==> src/rtl/dtree_pkg.sv <==
// Shared types and node-word layout helpers for the oblique decision-tree walk engine.
package dtree_pkg;

  typedef enum logic [2:0] {
    IDLE,
    FETCH,
    LOAD,
    MAC,
    DECIDE,
    DONE
  } dtree_state_t;

  // Node word, LSB first: right ptr, left ptr, threshold, coef[0..N_FEAT-1]
  localparam int RPTR_LSB = 0;

  function automatic int lptr_lsb(input int addr_w);
    return addr_w + 1;
  endfunction

  function automatic int thr_lsb(input int addr_w);
    return 2 * (addr_w + 1);
  endfunction

  function automatic int coef_lsb(input int addr_w, input int acc_w);
    return 2 * (addr_w + 1) + acc_w;
  endfunction

  function automatic int node_w(input int n_feat, input int coef_w,
                                input int acc_w, input int addr_w);
    return n_feat * coef_w + acc_w + 2 * (addr_w + 1);
  endfunction

  function automatic int leaf_bit(input int addr_w);
    return addr_w;
  endfunction

endpackage

==> src/rtl/dtree_mac.sv <==
// Sequential signed multiply-accumulate: one product per enabled cycle, wraps modulo 2^ACC_W.
module dtree_mac #(
  parameter int FEAT_W = 8,
  parameter int COEF_W = 8,
  parameter int ACC_W  = 19
) (
  input  logic                     clk,
  input  logic                     rst_n,
  input  logic                     clr,
  input  logic                     en,
  input  logic signed [FEAT_W-1:0] feat,
  input  logic signed [COEF_W-1:0] coef,
  output logic signed [ACC_W-1:0]  acc
);

  localparam int PROD_W = FEAT_W + COEF_W;

  logic signed [PROD_W-1:0] prod;
  logic signed [ACC_W-1:0]  prod_x;

  assign prod   = feat * coef;
  assign prod_x = {{(ACC_W - PROD_W){prod[PROD_W-1]}}, prod};

  always_ff @(posedge clk or negedge rst_n) begin
    if (!rst_n) begin
      acc <= '0;
    end else if (clr) begin
      acc <= '0;
    end else if (en) begin
      acc <= acc + prod_x;
    end
  end

endmodule

==> src/rtl/dtree_walk_engine.sv <==
// Oblique decision-tree walk engine: per node a serial dot product, threshold compare, child follow.
// Optional macro DTREE_DEPTH_OUT_EN adds out_depth (nodes visited, valid with out_valid).
module dtree_walk_engine
  import dtree_pkg::*;
#(
  parameter int N_FEAT    = 4,
  parameter int FEAT_W    = 8,
  parameter int COEF_W    = 8,
  parameter int ACC_W     = FEAT_W + COEF_W + $clog2(N_FEAT) + 1,
  parameter int ADDR_W    = 10,
  parameter int CLASS_W   = 8,
  parameter int ROOT_ADDR = 0,
  parameter int MAX_DEPTH = 32,
  localparam int NODE_W   = node_w(N_FEAT, COEF_W, ACC_W, ADDR_W),
  localparam int DEPTH_W  = $clog2(MAX_DEPTH + 1)
) (
  input  logic                       clk,
  input  logic                       rst_n,
  input  logic                       in_valid,
  output logic                       in_ready,
  input  logic [N_FEAT*FEAT_W-1:0]   in_feat,
  output logic                       mem_en,
  output logic [ADDR_W-1:0]          mem_addr,
  input  logic [NODE_W-1:0]          mem_rdata,
  output logic                       out_valid,
  input  logic                       out_ready,
  output logic [CLASS_W-1:0]         out_class,
  output logic                       out_err
`ifdef DTREE_DEPTH_OUT_EN
  , output logic [DEPTH_W-1:0]       out_depth
`endif
);

  localparam int LPTR_LSB = lptr_lsb(ADDR_W);
  localparam int THR_LSB  = thr_lsb(ADDR_W);
  localparam int COEF_LSB = coef_lsb(ADDR_W, ACC_W);
  localparam int LEAF     = leaf_bit(ADDR_W);
  localparam int KW       = (N_FEAT > 1) ? $clog2(N_FEAT) : 1;

  dtree_state_t              state;
  logic [N_FEAT*FEAT_W-1:0]  feat_r;
  logic [NODE_W-1:0]         node_r;
  logic [KW-1:0]             k;
  logic [DEPTH_W-1:0]        depth;
  logic signed [FEAT_W-1:0]  feat_sel;
  logic signed [COEF_W-1:0]  coef_sel;
  logic signed [ACC_W-1:0]   acc;
  logic signed [ACC_W-1:0]   thr;
  logic [ADDR_W:0]           lptr;
  logic [ADDR_W:0]           rptr;
  logic [ADDR_W:0]           ptr;

  always_comb begin
    feat_sel = '0;
    coef_sel = '0;
    for (int unsigned i = 0; i < N_FEAT; i++) begin
      if (k == KW'(i)) begin
        feat_sel = feat_r[i*FEAT_W +: FEAT_W];
        coef_sel = node_r[COEF_LSB + i*COEF_W +: COEF_W];
      end
    end
  end

  assign thr  = node_r[THR_LSB +: ACC_W];
  assign lptr = node_r[LPTR_LSB +: ADDR_W+1];
  assign rptr = node_r[RPTR_LSB +: ADDR_W+1];
  // Ties go right: only a strictly smaller dot product takes the left child.
  assign ptr  = (acc < thr) ? lptr : rptr;

  dtree_mac #(
    .FEAT_W(FEAT_W),
    .COEF_W(COEF_W),
    .ACC_W (ACC_W)
  ) u_mac (
    .clk  (clk),
    .rst_n(rst_n),
    .clr  (state == LOAD),
    .en   (state == MAC),
    .feat (feat_sel),
    .coef (coef_sel),
    .acc  (acc)
  );

  always_ff @(posedge clk or negedge rst_n) begin
    if (!rst_n) begin
      state     <= IDLE;
      in_ready  <= 1'b1;
      out_valid <= 1'b0;
      out_class <= '0;
      out_err   <= 1'b0;
      mem_en    <= 1'b0;
      mem_addr  <= '0;
      depth     <= '0;
      k         <= '0;
      feat_r    <= '0;
      node_r    <= '0;
`ifdef DTREE_DEPTH_OUT_EN
      out_depth <= '0;
`endif
    end else begin
      case (state)
        IDLE: begin
          if (in_valid) begin
            feat_r   <= in_feat;
            mem_addr <= ADDR_W'(ROOT_ADDR);
            mem_en   <= 1'b1;
            depth    <= '0;
            in_ready <= 1'b0;
            state    <= FETCH;
          end
        end
        FETCH: begin
          mem_en <= 1'b0;
          depth  <= depth + 1'b1;
          state  <= LOAD;
        end
        LOAD: begin
          node_r <= mem_rdata;
          k      <= '0;
          state  <= MAC;
        end
        MAC: begin
          if (k == KW'(N_FEAT - 1)) begin
            state <= DECIDE;
          end else begin
            k <= k + 1'b1;
          end
        end
        DECIDE: begin
          if (ptr[LEAF]) begin
            out_class <= ptr[CLASS_W-1:0];
            out_err   <= 1'b0;
            out_valid <= 1'b1;
            state     <= DONE;
`ifdef DTREE_DEPTH_OUT_EN
            out_depth <= depth;
`endif
          end else if (depth == DEPTH_W'(MAX_DEPTH)) begin
            out_class <= '0;
            out_err   <= 1'b1;
            out_valid <= 1'b1;
            state     <= DONE;
`ifdef DTREE_DEPTH_OUT_EN
            out_depth <= depth;
`endif
          end else begin
            mem_addr <= ptr[ADDR_W-1:0];
            mem_en   <= 1'b1;
            state    <= FETCH;
          end
        end
        DONE: begin
          if (out_ready) begin
            out_valid <= 1'b0;
            in_ready  <= 1'b1;
            state     <= IDLE;
          end
        end
        default: state <= IDLE;
      endcase
    end
  end

endmodule

==> config.mk <==
export PLATFORM = sky130hd
export DESIGN_NAME = dtree_walk_engine
export DESIGN_NICKNAME = d
export VERILOG_FILES = /design/src/rtl/dtree_pkg.sv /design/src/rtl/dtree_mac.sv /design/src/rtl/dtree_walk_engine.sv
export SDC_FILE = /design/constraint.sdc
export NUM_CORES = 1
export LEC_CHECK = 0
export ABC_AREA = 1
export BUFFER_PORTS_ARGS = -buffer_cell sky130_fd_sc_hd__buf_2
export CELL_PAD_IN_SITES_DETAIL_PLACEMENT = 0
export CELL_PAD_IN_SITES_GLOBAL_PLACEMENT = 2
export CORE_ASPECT_RATIO = 0.5
export CORE_MARGIN = 3
export CORE_UTILIZATION = 30
export DETAILED_ROUTE_END_ITERATION = 10
export GPL_TIMING_DRIVEN = 0
export PLACE_DENSITY = 0.76
export SYNTH_ARGS = -nofsm -noshare
export SYNTH_HDL_FRONTEND = slang
export SYNTH_SLANG_ARGS = --single-unit
==> constraint.sdc <==
create_clock -name clk -period 18.5 [get_ports clk]
set_input_delay 1.85 -clock clk [delete_from_list [all_inputs] [get_ports clk]]
set_output_delay 1.85 -clock clk [all_outputs]
set_load 0.1 [all_outputs]
==> run summary, run 1 <==
status -> complete, no violations
Area Overhead vs Synth -> 17.3%
mean area per synthesized cell -> 8.24 µm²
Yosys cell types -> 41
final setup vio count -> 0
H-tree depth -> 4
core area -> 35000 µm²
crit path cell chain -> ha_1 -> clkbuf_1 -> clkbuf_1 -> a22oi_1 -> nor2_2 -> inv_1 -> fa_1 -> inv_1 -> fa_1 -> fa_1 -> fa_1 -> fa_1 -> ha_1 -> a21oi_1 -> o21ai_0 -> nand2_1 -> nand3_1 -> nand4_1 -> nand3_1 -> inv_1 -> nand2_1 -> nand2_1 -> o21ai_0
XOR/XNOR share of the synthesized area -> 0.812%
hold endpoint -> node_r[17]$_DFFE_PN0P_
worst r2r src -> k[0]$_DFFE_PN0P_
drt drc -> 0
reg-to-reg critical path endpoint -> u_mac.acc[18]$_DFFE_PN0P_
Starting Density -> 30.8%
post-synthesis simple-gate area fraction -> 20.7%
Setup TNS -> 0 ns
EDFF count, synth -> 0
Starting DRT DRC Count -> 573
footprint of the multi-input gates -> 5800 µm²
die width -> 274 µm
#FFs+latches synth -> 157
I/O pin count -> 131
layout cells sized above 1 -> 13.3%
CTS tree -> yes
Vias -> 8658
vias in the first global route -> 9025
via/cell ratio -> 4.45
largest net degree at the start of global routing -> 112
Post-Syn Instances -> 1308
Setup Buffers After CTS -> 0
Top FF cell, synth -> dfrtp_1
multiplexer area fraction after synthesis -> 0.0928%
I/O Buffers -> 130
post-synthesis adder-cell area fraction -> 23.5%
Least-Margin Pin Slew -> 1.18 ns
Slew Viols, Final -> 0
Hold Crit Class -> flip-flop to flip-flop
NumNets Final -> 1719
asr flop ratio synth -> 100%
Worst Hold Depth -> 2
WL/cell -> 15.3 µm
Setup crit end kind -> flip-flop
HP Start -> node_r[17]$_DFFE_PN0P_
Fillers -> 3753
initial antenna violation count -> 0
Worst path most repeated cell -> fa_1
clk_skew -> 0.0149 ns
Max stage delay cell, worst path -> nor2_2
global-route wire length before repair -> 49300 µm
commonest non-fill, non-tap cell in the layout -> nand2_1
Die Y -> 140 µm
final number of hold-violating endpoints -> 0
CTS clk-pin slew, worst paths -> 0.07 ns
Syn Nets -> 1569
fmax -> 143 MHz
die area -> 38400 µm²
CP Launch Type -> flip-flop
Warnings, synthesis -> 0
clk buf depth -> 2
Detailed Route WL -> 29700 µm
total gr overflow -> 0
Slew headroom -> 20.9%
crit path DAT -> 7.37 ns
Worst Setup Path Type -> flip-flop to flip-flop
synth top area cells -> dfrtp_1, fa_1, nand2_1, ha_1, inv_1
fin crit share -> 37.9%
R2R depth -> 23
diodes inserted -> 0
clk root buf -> clkbuf_16
CP max FO -> 12
Initial DRT Pass Iterations -> 6
post-synth top area share -> 36.2%
area leader, netlist -> dfrtp_1
sequential area share after synthesis -> 36.5%
# hold bufs at CTS -> 0
commonest non-fill, non-tap cells in the layout -> nand2_1, inv_1, dfrtp_1, buf_2, fa_1
TritonCTS buffer count -> 17
row cnt -> 48
DRT antenna net count -> 0
reg2reg setup slack -> 11.49 ns
compound-gate portion of the synthesized area -> 8.72%
GRT Overall Usage -> 16.4%
max-cap viol count -> 0
crit-path max cell delay -> 0.77 ns
clk_lat worst skew -> 0.45 ns
RSZ-0062 raised after global routing -> no
HPWL after detailed placement -> 24100 µm
Clock Sinks -> 157
final critical-path required period -> 7.01 ns
Reg area -> 3930 µm²
largest family of logic cells by synthesized area -> adder cells
routability cong. -> 0.818
Resized cells post-CTS -> 0
worst endpoint required time -> 18.86 ns
synthesized cell area -> 10800 µm²
==> metal layers <==
metal | up-vias | wire [µm] | share of wire (%) | track usage (%)
met5 | - | 0 | 0 | 0
met2 | 103 | 12800 | 43 | 24.4
met4 | 0 | 257 | 0.87 | 3.43
met3 | 17 | 1080 | 3.6 | 3.08
met1 | 4207 | 15500 | 52 | 24.7
li1 | 4331 | - | - | -
==> worst max-delay path, delay by kind of cell (launching register included) <==
family          cells  cell delay (ns)
simple gates        7             1.37
flops               1             0.43
buf+inv             5             1.12
compound gates      4             0.90
fa+ha+maj           7             3.09
==> cells by family after synthesis <==
family                   after synthesis
AO/OA/AOI/OAI                        172
XOR/XNOR                              10
adder cells (fa/ha/maj)              152
buffers and inverters                268
flip-flops                           157
multiplexers                           1
AND/OR/NAND/NOR                      548
==> per-stage QoR <==
step / hold slack [ns] / util (%) / area (µm²) / setup slack [ns] / cells
final: 0.476 / 36.2 / 12600 / 11.49 / 1946
after detailed placement: 0.461 / 34.5 / 12100 / 11.49 / 1914
after floorplan: 0.442 / - / 10800 / 12.22 / 1308
after global placement: 0.453 / 34.4 / 12000 / 11.14 / 1913
after CTS: 0.477 / 36.2 / 12600 / 11.45 / 1946
after global routing: 0.505 / 36.2 / 12600 / 10.97 / 1946
==> state kept, by name (all words and copies together), names as in the netlist <==
signal and flops:
depth 6, feat_r 32, in_ready 1, k 2, mem_addr 10, mem_en 1
node_r 73, out_class 8, out_err 1, out_valid 1, state 3, u_mac.acc 19
==> area by class of cell <==
| type | count | area share [%] |
|---|---|---|
| multi-input cells | 883 | 45.9 |
| flip-flops and latches | 157 | 31.1 |
| inverters | 226 | 6.71 |
| repair buffers | 131 | 5.44 |
| well taps | 475 | 4.70 |
| clock buffers | 18 | 3.39 |
| plain buffers | 42 | 1.62 |
| clock inverters | 14 | 1.17 |
==> synth_stat cells (3+ instances only) <==
cell type and n:
o21ai_1 5, nor3_1 3, dfrtp_1 156, a21oi_1 55
inv_1 225, ha_1 68, buf_2 8, nand3_2 8
nor2_1 68, nand3_1 48, xor2_1 3, a22oi_1 14
buf_4 3, o22ai_1 3, clkbuf_1 26, xnor2_1 7
o21ai_0 82, fa_1 84, nand2_1 411
==> worst max-delay path by stage <==
stage                startpoint                   endpoint  slack [ns]  cells past startpoint
2_1_floorplan  k[1]$_DFFE_PN0P_  u_mac.acc[12]$_DFFE_PN0P_       12.22                     24
3_3_place_gp   k[0]$_DFFE_PN0P_  u_mac.acc[16]$_DFFE_PN0P_       11.14                     20
3_5_place_dp   k[0]$_DFFE_PN0P_  u_mac.acc[18]$_DFFE_PN0P_       11.49                     23
4_1_cts        k[0]$_DFFE_PN0P_  u_mac.acc[18]$_DFFE_PN0P_       11.45                     23
5_1_grt        k[0]$_DFFE_PN0P_  u_mac.acc[12]$_DFFE_PN0P_       10.97                     21
6_report       k[0]$_DFFE_PN0P_  u_mac.acc[18]$_DFFE_PN0P_       11.49                     23
Power of run 1 is not shown: default switching activity piles up to over one toggle a cycle in this logic, so the estimate is an artifact.
==> inputs of run 2 (changes only) <==
Settings changed: ABC_AREA 1 to 0, PLACE_DENSITY 0.76 to 0.74.
Clock period 18.5 ns to 6 ns, I/O delays scaled along.
==> run 2 against run 1 <==
  * The flow now finishes with violations (setup timing)
  * Die area fell by 2.5%
  * Worst hold slack lost 0.43 ns
  * Register-to-register slack got worse by 12 ns
  * Sequential cell count did not move
  * Core utilization grew 4.0 points
  * Non-clock buffer count increased by 47
  * Synthesized cell count decreased by 24%
  * Clock skew rose by 0.0062 ns
  * Synthesized area down 2.6%
  * Count of clock-buffer cells in the layout unchanged
  * Highest routed layer unchanged
==> run summary, run 2 <==
largest registers -> node_r: 73 flops, feat_r: 32 flops, u_mac.acc: 19 flops
R2R depth -> 24 (+4.3%)
NumNets Final -> 1456 (-15%)
post-synth top area share -> 37.2% (+0.97 points)
clk root buf -> clkbuf_16
status -> complete, but fails checks
# hold bufs at CTS -> 0 (unchanged)
Area Overhead vs Synth -> 29.2%
DRT antenna net count -> 0 (unchanged)
routability cong. -> 0.814 (-0.57%)
initial antenna violation count -> 0 (unchanged)
#FFs+latches synth -> 157 (unchanged)
Post-synth top cells -> dfrtp_1, inv_1, fa_1, nor2_1, nand2_1
worst r2r src -> k[1]$_DFFE_PN0P_
synth top area cells -> dfrtp_1, fa_1, ha_1, mux2_2, inv_1
row cnt -> 47 (-2.1%)
Hold Crit Class -> input port to async pin
layout cells sized above 1 -> 34.5% (+21 points)
Layout Cells excl Fill -> 1673 (-14%)
EDFF count, synth -> 0 (unchanged)
CP max FO -> 10 (-2)
HPWL after detailed placement -> 21900 µm (-9.2%)
Biggest register -> node_r
clk_lat worst skew -> 0.45 ns (about the same)
synthesized cell area -> 10500 µm² (-2.6%)
area leader, netlist -> dfrtp_1
via/cell ratio -> 4.67 (+4.9%)
GRT Overall Usage -> 16.0% (-0.37 points)
sequential area share after synthesis -> 37.4% (+0.98 points)
RSZ-0062 raised after global routing -> yes
TritonCTS buffer count -> 17 (unchanged)
fmax -> 164 MHz (+15%)
final setup vio count -> 2 (+2)
H-tree depth -> 4 (unchanged)
hold_ws -> 0.0437 ns (-0.432 ns)
top routing layer used -> met4
Worst Setup Path Type -> flip-flop to flip-flop
final number of hold-violating endpoints -> 0 (unchanged)
reg-to-reg critical path endpoint -> u_mac.acc[15]$_DFFE_PN0P_
fin area -> 13600 µm² (+7.3%)
Setup crit end kind -> flip-flop
I/O pin count -> 131 (unchanged)
Die Y -> 138 µm (-1.3%)
crit path from -> k[1]$_DFFE_PN0P_
commonest non-fill, non-tap cells in the layout -> dfrtp_1, buf_2, inv_1, fa_1, nand2_1
met1 WL -> 13800 µm (-11%)
Slew headroom -> 45.7% (+25 points)
core area -> 33800 µm² (-3.4%)
Placed Area -> 11800 µm² (-2.4%)
clk buf depth -> 2 (unchanged)
Slew Viols, Final -> 0 (unchanged)
I/O Buffers -> 130 (unchanged)
largest net degree at the start of global routing -> 111 (-0.89%)
Detailed Route WL -> 28500 µm (-4.0%)
global-route wire length before repair -> 47300 µm (-4.0%)
commonest non-fill, non-tap cell in the layout -> dfrtp_1
drt drc -> 0 (unchanged)
diodes inserted -> 0 (unchanged)
placed insts -> 1589 (-17%)
metal2 WL -> 13500 µm (+5.3%)
Vias -> 7806 (-9.8%)
vias in the first global route -> 8653 (-4.1%)
CTS clk-pin slew, worst paths -> 0.07 ns (about the same)
Starting Density -> 31.1% (+0.26 points)
Starting DRT DRC Count -> 430 (-25%)
die width -> 271 µm (-1.3%)
Initial DRT Pass Iterations -> 4 (-2)
crit path DAT -> 6.39 ns (-0.98 ns)
WL/cell -> 17.0 µm (+12%)
asr flop ratio synth -> 100% (unchanged)
Clock Sinks -> 157 (unchanged)
min setup slack post-route -> -0.0952 ns (-11.58 ns)
top-count cell post-synth -> dfrtp_1
reg2reg setup slack -> -0.1 ns (-11.58 ns)
fin crit share -> 102% (+64 points)
clk_skew -> 0.0211 ns (+0.00625 ns)
max-cap viol count -> 0 (unchanged)
CTS tree -> yes
final critical-path required period -> 6.10 ns (-0.915 ns)
dpl ws -> -1.24 ns (-12.73 ns)
CP Launch Type -> flip-flop
Least-Margin Pin Slew -> 0.812 ns (-0.370 ns)
max reg flops -> 73 (unchanged)
WL met3 -> 842 µm (-22%)
Top FF cell, synth -> dfrtp_1
total gr overflow -> 0 (unchanged)
Post-Syn Instances -> 993 (-24%)
die area -> 37400 µm² (-2.5%)
Syn Nets -> 1254 (-20%)
Yosys cell types -> 52 (+27%)
worst endpoint required time -> 6.29 ns (-12.57 ns)
Warnings, synthesis -> 0 (unchanged)
mean area per synthesized cell -> 10.6 µm² (+28%)
violated checks -> setup timing
[run 2: cell count changes after synthesis, moves of 12 or more]
| cell | change |
|---|---|
| o21ai_0 | -34 |
| nand3_1 | -27 |
| inv_1 | -107 |
| mux2_1 | +37 |
| nand2_1 | -337 |
| nand3b_1 | +12 |
| mux2_2 | +50 |
[run 2: area by class of cell]
cell class | count | area [µm²]
Multi-Input combinational cell | 681 | 6650
Sequential cell | 157 | 3930
Inverter | 118 | 443
Tap cell | 465 | 582
Fill cell | 3364 | 20200
Buffer | 38 | 267
Timing Repair Buffer | 182 | 1140
Clock inverter | 14 | 109
Clock buffer | 18 | 439
[run 2: worst max-delay path, stage by stage (launching register included)]
cell       delay, ns
dfrtp_1         0.39
inv_2           0.11
ha_4            0.17
buf_8           0.13
clkbuf_16       0.15
nand2_1         0.06
a21oi_2         0.19
a21oi_2         0.07
nor2_2          0.20
a21oi_4         0.08
or2_4           0.28
fa_1            0.50
fa_1            0.51
inv_1           0.05
fa_1            0.49
fa_1            0.46
fa_2            0.40
ha_4            0.18
or4_4           0.53
a211oi_2        0.23
o211ai_1        0.17
o211ai_1        0.17
buf_4           0.17
xor2_2          0.14
o31ai_1         0.08
[run 2: routing by layer]
metal	vias up	track usage [%]
met3	27	3.12
met5	-	0
met4	0	4.08
li1	3710	-
met2	86	26.4
met1	3983	21.8
[run 2: how the worst max path moves through the flow]
stage,endpoint,slack [ns],cells after the start
floorplan,u_mac.acc[17]$_DFFE_PN0P_,0.01,22
global placement,u_mac.acc[17]$_DFFE_PN0P_,-1.24,22
detailed placement,u_mac.acc[17]$_DFFE_PN0P_,-1.24,22
CTS,u_mac.acc[17]$_DFFE_PN0P_,-0.07,23
global route,u_mac.acc[15]$_DFFE_PN0P_,-0.29,23
finish,u_mac.acc[15]$_DFFE_PN0P_,-0.1,24
[run 2: repair_timing]
item	CTS	global route
pin swaps	56	25
cloned	3	1
buffers inserted	43	6
gates resized for setup	149	31
setup endpoints to repair	11	6
[run 2: kinds of logic (layout without fill, tap and decap cells)]
family	after synthesis	in the layout	synth area share [%]
buffers and inverters	156	370	5.83
flip-flops	157	157	37.4
XOR/XNOR	20	20	1.67
AO/OA/AOI/OAI	173	174	10.0
AND/OR/NAND/NOR	236	236	10.4
adder cells (fa/ha/maj)	152	152	24.1
multiplexers	99	99	10.5
[run 2: per-stage QoR]
step,TNS (ns),util (%)
after floorplan,0,-
after global placement,-8.58,34.8
after detailed placement,-8.68,34.9
after CTS,-0.0680,39.5
after global routing,-0.842,40.2
final,-0.147,40.2
Power of run 2 is left out for the same reason.
